## src/rtl/multi_cycle_control_pkg.sv

```systemverilog
// Shared encodings for the multi-cycle MIPS-subset controller, datapath and ALU control.
// Holds opcodes, FSM states, mux/ALU selects and the packed control word.
package multi_cycle_control_pkg;

    typedef enum logic [3:0] {
        S_FETCH    = 4'd0,
        S_DECODE   = 4'd1,
        S_MEM_ADDR = 4'd2,
        S_MEM_RD   = 4'd3,
        S_MEM_WB   = 4'd4,
        S_MEM_WR   = 4'd5,
        S_R_EXEC   = 4'd6,
        S_R_WB     = 4'd7,
        S_BRANCH   = 4'd8,
        S_JUMP     = 4'd9,
        S_I_EXEC   = 4'd10,
        S_I_WB     = 4'd11
    } state_t;

    localparam logic [5:0] OP_RTYPE = 6'h00;
    localparam logic [5:0] OP_J     = 6'h02;
    localparam logic [5:0] OP_BEQ   = 6'h04;
    localparam logic [5:0] OP_ADDI  = 6'h08;
    localparam logic [5:0] OP_ANDI  = 6'h0C;
    localparam logic [5:0] OP_ORI   = 6'h0D;
    localparam logic [5:0] OP_LW    = 6'h23;
    localparam logic [5:0] OP_SW    = 6'h2B;

    localparam logic [1:0] SRC_B_RT      = 2'd0;
    localparam logic [1:0] SRC_B_FOUR    = 2'd1;
    localparam logic [1:0] SRC_B_IMM     = 2'd2;
    localparam logic [1:0] SRC_B_IMM_SH2 = 2'd3;

    localparam logic [1:0] ALU_ADD       = 2'd0;
    localparam logic [1:0] ALU_SUB       = 2'd1;
    localparam logic [1:0] ALU_FUNCT     = 2'd2;
    localparam logic [1:0] ALU_LOGIC_IMM = 2'd3;

    localparam logic [1:0] PC_SRC_ALU    = 2'd0;
    localparam logic [1:0] PC_SRC_ALUOUT = 2'd1;
    localparam logic [1:0] PC_SRC_JUMP   = 2'd2;

    typedef struct packed {
        logic       pc_write;
        logic       ir_write;
        logic       mem_read;
        logic       mem_write;
        logic       reg_write;
        logic       i_or_d;
        logic       alu_src_a;
        logic [1:0] alu_src_b;
        logic [1:0] alu_op;
        logic       ext_sel;
        logic       reg_dst;
        logic       mem_to_reg;
        logic [1:0] pc_src;
        logic       illegal;
    } ctrl_t;

    // Idle word: everything off, extender left in sign-extend mode.
    localparam ctrl_t CTRL_IDLE = '{
        pc_write:   1'b0,
        ir_write:   1'b0,
        mem_read:   1'b0,
        mem_write:  1'b0,
        reg_write:  1'b0,
        i_or_d:     1'b0,
        alu_src_a:  1'b0,
        alu_src_b:  2'd0,
        alu_op:     2'd0,
        ext_sel:    1'b1,
        reg_dst:    1'b0,
        mem_to_reg: 1'b0,
        pc_src:     2'd0,
        illegal:    1'b0
    };

    function automatic logic is_logic_imm(input logic [5:0] op);
        return (op == OP_ANDI) || (op == OP_ORI);
    endfunction

endpackage

```

## src/rtl/multi_cycle_control.sv

```systemverilog
// Moore-style control FSM for a multi-cycle MIPS subset datapath,
// with an inline retired-instruction counter.
module multi_cycle_control
    import multi_cycle_control_pkg::*;
#(
    parameter int unsigned COUNT_WIDTH = 16
) (
    input  logic                   clk,
    input  logic                   rst_n,
    input  logic [5:0]             opcode,
    input  logic                   zero,
    input  logic                   mem_ready,
    output logic                   pc_write,
    output logic                   ir_write,
    output logic                   mem_read,
    output logic                   mem_write,
    output logic                   reg_write,
    output logic                   i_or_d,
    output logic                   alu_src_a,
    output logic [1:0]             alu_src_b,
    output logic [1:0]             alu_op,
    output logic                   ext_sel,
    output logic                   reg_dst,
    output logic                   mem_to_reg,
    output logic [1:0]             pc_src,
    output logic                   illegal,
    output logic [COUNT_WIDTH-1:0] instr_count
);

    state_t state;
    state_t next_state;
    ctrl_t  ctrl;
    logic   retire;

    always_ff @(posedge clk or negedge rst_n) begin
        if (!rst_n) begin
            state <= S_FETCH;
        end else begin
            state <= next_state;
        end
    end

    always_ff @(posedge clk or negedge rst_n) begin
        if (!rst_n) begin
            instr_count <= '0;
        end else if (retire) begin
            instr_count <= instr_count + COUNT_WIDTH'(1);
        end
    end

    always_comb begin
        ctrl       = CTRL_IDLE;
        next_state = state;
        retire     = 1'b0;
        unique case (state)
            S_FETCH: begin
                ctrl.mem_read  = 1'b1;
                ctrl.alu_src_b = SRC_B_FOUR;
                ctrl.alu_op    = ALU_ADD;
                ctrl.pc_src    = PC_SRC_ALU;
                if (mem_ready) begin
                    ctrl.pc_write = 1'b1;
                    ctrl.ir_write = 1'b1;
                    next_state    = S_DECODE;
                end
            end
            S_DECODE: begin
                ctrl.alu_src_b = SRC_B_IMM_SH2;
                case (opcode)
                    OP_RTYPE:                  next_state = S_R_EXEC;
                    OP_LW, OP_SW:              next_state = S_MEM_ADDR;
                    OP_BEQ:                    next_state = S_BRANCH;
                    OP_J:                      next_state = S_JUMP;
                    OP_ADDI, OP_ANDI, OP_ORI:  next_state = S_I_EXEC;
                    default: begin
                        ctrl.illegal = 1'b1;
                        next_state   = S_FETCH;
                    end
                endcase
            end
            S_MEM_ADDR: begin
                ctrl.alu_src_a = 1'b1;
                ctrl.alu_src_b = SRC_B_IMM;
                ctrl.alu_op    = ALU_ADD;
                next_state     = (opcode == OP_LW) ? S_MEM_RD : S_MEM_WR;
            end
            S_MEM_RD: begin
                ctrl.i_or_d   = 1'b1;
                ctrl.mem_read = 1'b1;
                if (mem_ready) next_state = S_MEM_WB;
            end
            S_MEM_WR: begin
                ctrl.i_or_d    = 1'b1;
                ctrl.mem_write = 1'b1;
                if (mem_ready) begin
                    next_state = S_FETCH;
                    retire     = 1'b1;
                end
            end
            S_MEM_WB: begin
                ctrl.reg_write  = 1'b1;
                ctrl.mem_to_reg = 1'b1;
                next_state      = S_FETCH;
                retire          = 1'b1;
            end
            S_R_EXEC: begin
                ctrl.alu_src_a = 1'b1;
                ctrl.alu_src_b = SRC_B_RT;
                ctrl.alu_op    = ALU_FUNCT;
                next_state     = S_R_WB;
            end
            S_R_WB: begin
                ctrl.reg_write = 1'b1;
                ctrl.reg_dst   = 1'b1;
                next_state     = S_FETCH;
                retire         = 1'b1;
            end
            S_BRANCH: begin
                ctrl.alu_src_a = 1'b1;
                ctrl.alu_src_b = SRC_B_RT;
                ctrl.alu_op    = ALU_SUB;
                ctrl.pc_src    = PC_SRC_ALUOUT;
                ctrl.pc_write  = zero;
                next_state     = S_FETCH;
                retire         = 1'b1;
            end
            S_JUMP: begin
                ctrl.pc_write = 1'b1;
                ctrl.pc_src   = PC_SRC_JUMP;
                next_state    = S_FETCH;
                retire        = 1'b1;
            end
            S_I_EXEC: begin
                ctrl.alu_src_a = 1'b1;
                ctrl.alu_src_b = SRC_B_IMM;
                ctrl.alu_op    = is_logic_imm(opcode) ? ALU_LOGIC_IMM : ALU_ADD;
                ctrl.ext_sel   = !is_logic_imm(opcode);
                next_state     = S_I_WB;
            end
            S_I_WB: begin
                // ALU op and extender stay as in I_EXEC so ALUOut's source is unchanged
                ctrl.reg_write = 1'b1;
                ctrl.alu_op    = is_logic_imm(opcode) ? ALU_LOGIC_IMM : ALU_ADD;
                ctrl.ext_sel   = !is_logic_imm(opcode);
                next_state     = S_FETCH;
                retire         = 1'b1;
            end
            default: next_state = S_FETCH;
        endcase
        // Reset forces outputs idle at once, not only after the state register clears.
        if (!rst_n) ctrl = CTRL_IDLE;
    end

    assign pc_write   = ctrl.pc_write;
    assign ir_write   = ctrl.ir_write;
    assign mem_read   = ctrl.mem_read;
    assign mem_write  = ctrl.mem_write;
    assign reg_write  = ctrl.reg_write;
    assign i_or_d     = ctrl.i_or_d;
    assign alu_src_a  = ctrl.alu_src_a;
    assign alu_src_b  = ctrl.alu_src_b;
    assign alu_op     = ctrl.alu_op;
    assign ext_sel    = ctrl.ext_sel;
    assign reg_dst    = ctrl.reg_dst;
    assign mem_to_reg = ctrl.mem_to_reg;
    assign pc_src     = ctrl.pc_src;
    assign illegal    = ctrl.illegal;

endmodule

```

## config.mk

```make
export PLATFORM = sky130hd
export DESIGN_NAME = multi_cycle_control
export DESIGN_NICKNAME = d
export VERILOG_FILES = /design/src/rtl/multi_cycle_control_pkg.sv /design/src/rtl/multi_cycle_control.sv
export SDC_FILE = /design/constraint.sdc
export NUM_CORES = 1
export LEC_CHECK = 0
export ABC_CLOCK_PERIOD_IN_PS = 2100
export BUFFER_PORTS_ARGS = -buffer_cell sky130_fd_sc_hd__buf_2
export CELL_PAD_IN_SITES_DETAIL_PLACEMENT = 1
export CELL_PAD_IN_SITES_GLOBAL_PLACEMENT = 1
export CORE_UTILIZATION = 35
export DETAILED_ROUTE_END_ITERATION = 6
export PLACE_DENSITY_LB_ADDON = 0.2
export SYNTH_ARGS = -nofsm -noshare
export SYNTH_HDL_FRONTEND = slang
export SYNTH_SLANG_ARGS = --single-unit
```

## constraint.sdc

```tcl
create_clock -name clk -period 2.1 [get_ports clk]
set_input_delay 0.525 -clock clk [delete_from_list [all_inputs] [get_ports clk]]
set_output_delay 0.525 -clock clk [all_outputs]
set_load 0.02 [all_outputs]
```

---- Word level (Yosys, flattened, before mapping) ----
Index checks and enable logic that the tools add are counted.
operators by class
  add/subtract/negate cells ............... 1
  equality and inequality tests ........... 21
  muxes and demuxes ....................... 26
  reductions and logical operators ........ 15
operators by type and width
  kind                                                             number
  4-bit case mux with 7 select lines                               1
  4-bit case mux with 5 select lines                               1
  6-bit by 4-bit == test with 1-bit output, second input constant  3
  17-bit 2-to-1 mux                                                1
  16-bit by 1-bit adder with 16-bit output, second input constant  1
  4-bit by 3-bit == test with 1-bit output, second input constant  4
  4-bit == test, second input constant                             4
  6-bit == test, second input constant                             2
  1-bit 2-to-1 mux                                                 12
  4-bit 2-to-1 mux                                                 3
  2-bit case mux with 3 select lines                               2
  2-bit OR reduction                                               5
  4-bit by 2-bit == test with 1-bit output, second input constant  2
  8-bit OR reduction                                               1
  6-bit by 2-bit == test with 1-bit output, second input constant  1
  6-bit by 3-bit == test with 1-bit output, second input constant  1
  6-bit logical NOT                                                1
  2-bit != test, second input constant                             3
  3-bit OR reduction                                               2
  5-bit OR reduction                                               1
  4-bit by 1-bit == test with 1-bit output, second input constant  1
  4-bit logical NOT                                                1
  2-bit 2-to-1 mux                                                 2
  2-bit case mux with 2 select lines                               1
  other kinds (7)                                                  7
word-level totals
  register bits ........................... 20
  input bits .............................. 10

---- Depth between registers and ports, before layout ----
  depth after elaboration ................. 5
  depth in mapped cells ................... 6
  depth with buffers taken out ............ 5

---- Least setup slack after synthesis ----
No wires, ideal clock.
  path type ............................... reg-to-output
  from .................................... register state[2]
  to ...................................... output port illegal
  arrival time ............................ 1.942 ns
  data required time ...................... 1.575 ns
  slack ................................... -0.367 ns
  stages on the path, launching flop included .. 6
  path buffers ............................ 1
  cell sequence ........................... dfrtp_1 -> buf_4 -> nand2b_1 -> nor3_1 -> nand3_1 -> a211oi_1
between the ends
  cells in the longest elaborated chain, start to end .. 3
RTL lines
  what                                      RTL line                    RTL
  start, declared                           multi_cycle_control.sv:30   state_t state;
  start signal, assigned                    multi_cycle_control.sv:39   state <= next_state;
  4-bit by 1-bit == test with 1-bit output  multi_cycle_control.sv:55   unique case (state)
  1-bit 2-to-1 mux                          multi_cycle_control.sv:55
  17-bit 2-to-1 mux                         multi_cycle_control.sv:151  if (!rst_n) ctrl = CTRL_IDLE;
  end, declared                             multi_cycle_control.sv:26   output logic illegal,
Every way passes these cells.

---- Worst setup path in the final report ----
  from .................................... input port opcode[0]
  to ...................................... output port illegal
between the ends
  cells in the longest elaborated chain, start to end .. 5
  elaborated cells on any way between the ends .. 12
RTL lines
  what                                     RTL line                    RTL
  start, declared                          multi_cycle_control.sv:10   input logic [5:0] opcode,
  6-bit == test (tied with other cells)    multi_cycle_control.sv:69   case (opcode)
  8-bit OR reduction (no source line) (*)  n/a
  1-bit 2-to-1 mux (*)                     multi_cycle_control.sv:69
  1-bit 2-to-1 mux (*)                     multi_cycle_control.sv:55
  17-bit 2-to-1 mux (*)                    multi_cycle_control.sv:151
Every way passes the cells marked *; elsewhere a longest branch is shown, timed or not.

==> summary.md <==
| Metric | Value |
|---|---|
| Status | `complete, but fails checks` |
| Failing checks | `setup timing` |
| Maximum VDD drop | `around 0.25 mV` |
| Worst-Margin Slew | `413.6 ps` |
| Area leader, netlist | `dfrtp_1` |
| P_leak | `about 0.90 nW` |
| Port bufs | `42` |
| Vias in the first global route | `1570` |
| Die X | `roughly 65 microns` |
| Sequential fraction of the synthesis area | `0.3578` |
| Starting DRT DRC Count | `95` |
| Setup crit end kind | `output port` |
| FMAX | `approximately 460 MHz` |
| Mux share of post-synthesis cell area | `0.008050` |
| Largest family of logic cells by synthesized area | `simple AND/OR/NAND/NOR gates` |
| Synth Area in XOR/XNOR | `0.1002` |
| Top Ports | `43` |
| Row cnt | `22` |
| Initial antenna violation count | `0` |
| Pre-antenna DRT Iters | `4` |
| Fin worst setup slack | `-59.65 ps` |
| First-pass GRT wire length | `around 7700 microns` |
| DR WL met3 | `175 microns` |
| Post-Synth Adder-Cell Area | `0.008945` |
| Top Metal Used | `met4` |
| CTS root buffer | `clkbuf_8` |
| Hold crit path type | `in -> async` |
| Skew final | `around 3.7 ps` |
| Top cells by area, synth | `dfrtp_1 36%, xnor2_1 9.4%, nor2_1 4.6%` |
| Unrepaired setup endpoints after global routing | `true` |
| CP max FO | `3` |
| Maximum clock path buffer count | `2` |
| Post-synth top area share | `0.3578` |
| Post-synth cell types | `42` |
| Met2 wire length | `about 2500 microns` |
| Via/cell ratio | `roughly 5.6` |
| Flops & latches, synth | `20` |
| Total core area | `roughly 3700 sq um` |
| Area of the multi-input gates | `roughly 900 sq um` |
| TritonCTS buffer count | `3` |
| Critical path required time | `between 1500 and 2000 ps` |
| CP Class | `in -> out` |
| Met1 wire length | `1956 microns` |
| MaxCap Viol Count | `0` |
| Tcrit/Tclk final | `1.028` |
| Die area | `~4300 sq um` |
| Final net count | `~240` |
| Post-Route WL | `~4800 microns` |
| WL/cell | `17.47 microns` |
| Share of cells above drive strength 1 | `0.4489` |
| CTS tree | `done` |
| Synth Area in Compound Gates | `0.1485` |
| Fill count | `476` |
| H-tree depth | `1` |
| Critical Path AT | `1630 ps` |
| Post-Syn Area per Cell | `8.853 sq um` |
| Setup violations, final | `4` |
| Final Critical Period | `around 2200 ps` |
| Via count | `1529` |
| Post-route DRC | `0` |
| Yosys warns | `0` |
| DP Worst Slack | `-60.42 ps` |
| Startpoint types | `input pin` |
| Mapped Area | `~1400 sq um` |
| Total Routing Usage GR | `0.2379` |
| Antenna Cells | `0` |
| Register area | `505.5 sq um` |
| Worst slew margin | `0.7231` |
| DP HPWL | `3369 microns` |
| Clk sinks | `20` |
| Layout area overhead | `43.20%` |
| Total Power | `~0.0015 W` |
| Die H | `around 65 microns` |
| Clk Latency, worst-skew pair | `260 ps` |
| Final hold violation count | `0` |
| Commonest non-fill, non-tap cell in the layout | `buf_4` |
| Commonest non-fill, non-tap cells in the layout | `37 x buf_4, 35 x buf_2, 16 x dfrtp_1` |
| Gr ovfl total | `0` |
| Post-Synth Simple-Gate Area | `0.3318` |
| GPL Wtd Cong | `just over 0.9` |
| CTS clock-pin slew for the worst setup and hold paths | `about 80 ps` |
| P per Cell Area | `739.8 nW/um^2` |
| Syn_nets | `between 150 and 200` |
| Pins Over Slew Limit | `0` |
| Hold WS | `242.6 ps` |
| ANT nets after route | `0` |
| Initial Util | `0.3737` |
| Largest net degree at the start of global routing | `19` |
| Cells after Synth | `roughly 160` |
repair_timing:
| action | CTS | global route |
|---|---|---|
| setup buffers | 8 | 3 |
| endpoints found under the setup margin | 14 | 9 |
| pin swaps | 3 | 3 |
| resized for setup | 10 | 13 |
| hold buffers | 0 | 0 |
flip-flops by register name (all words and copies together) (netlist names):
signal / cells
instr_count: 16
state: 4
synthesized netlist by cell type:
cell	number
dfrtp_1	20
nor2_1	17
xnor2_1	15
nand3_1	10
nand4_1	10
nand2_1	8
nand2b_1	8
nor3_1	7
a21oi_1	6
o21ai_0	6
clkbuf_1	5
and3_1	3
nor4_1	3
o31ai_1	3
or2_2	3
buf_2	2
buf_4	2
inv_1	2
nand4b_1	2
nor2b_1	2
o21a_1	2
or4_1	2
a2111oi_0	1
a2111oi_4	1
a211o_1	1
a211oi_1	1
a221oi_1	1
a32o_1	1
and2_1	1
and4bb_2	1
buf_6	1
ha_1	1
mux2_2	1
nand3b_1	1
nor2b_4	1
nor3b_1	1
nor4b_4	1
o2111ai_1	1
o21bai_1	1
o22ai_1	1
o41ai_2	1
xor2_1	1
through the flow:
step	setup TNS [ps]	cell area (sq um)	utilization	instances
5_1_grt	-822.7	2003	0.5351	273
2_1_floorplan	0	1415	-	158
3_5_place_dp	-81.94	1780	0.4756	258
6_report	-185.5	2003	0.5351	273
4_1_cts	-221.9	1914	0.5114	270
3_3_place_gp	-22.00	1780	0.4756	258
worst max-delay path: stages:
cell and delay (ps):
buf_2 110, or4_1 580, nor2_2 170, a211oi_2 90
buf_4 160
where the power goes:
part	total, W	switching [W]	internal [W]	leakage, nW
Sequential	0.000526	0.0000851	0.000441	0.264
Clock	0.000304	0.000137	0.000167	0.0288
Combinational	0.000652	0.000375	0.000277	0.603
Total	0.00148	0.000598	0.000884	0.896
final timing paths:
check	startpoint	slack (ps)	depth (start not counted)	end
setup / recovery	opcode[0]	-60	5	illegal
hold / removal	rst_n	240	2	state[0]$_DFFE_PN0P_
setup reg to reg	state[2]$_DFFE_PN0P_	230	6	instr_count[1]$_DFFE_PN0P_
hold reg to reg	instr_count[15]$_DFFE_PN0P_	500	1	instr_count[15]$_DFFE_PN0P_
max in group asynchronous	rst_n	1560	2	state[1]$_DFFE_PN0P_
min in group clk	instr_count[15]$_DFFE_PN0P_	500	1	instr_count[15]$_DFFE_PN0P_
cells by family (layout without fill, tap and decap cells):
logic type	Yosys count	in the layout
and+or+nand+nor	81	81
AOI/OAI and AO/OA	27	27
DFF	20	20
xor gates and xnor gates	16	16
buffers and inverters	12	79
adders and majority gates	1	1
muxes	1	1
per-layer routing:
metal  up-vias  GRT usage
li1        713          -
met1       752     0.2779
met2        49     0.4343
met3        15    0.02951
met4         0    0.09511
met5         -          0
layout make-up:
type | count | share of cell area
sequential | 20 | 0.2523
timing repair buffer | 73 | 0.2361
multi-input combinational | 126 | 0.4503
tap | 48 | 0.02998
clock buffer | 4 | 0.02748
inverter | 2 | 0.003748
(Power assumes the default switching activity.)
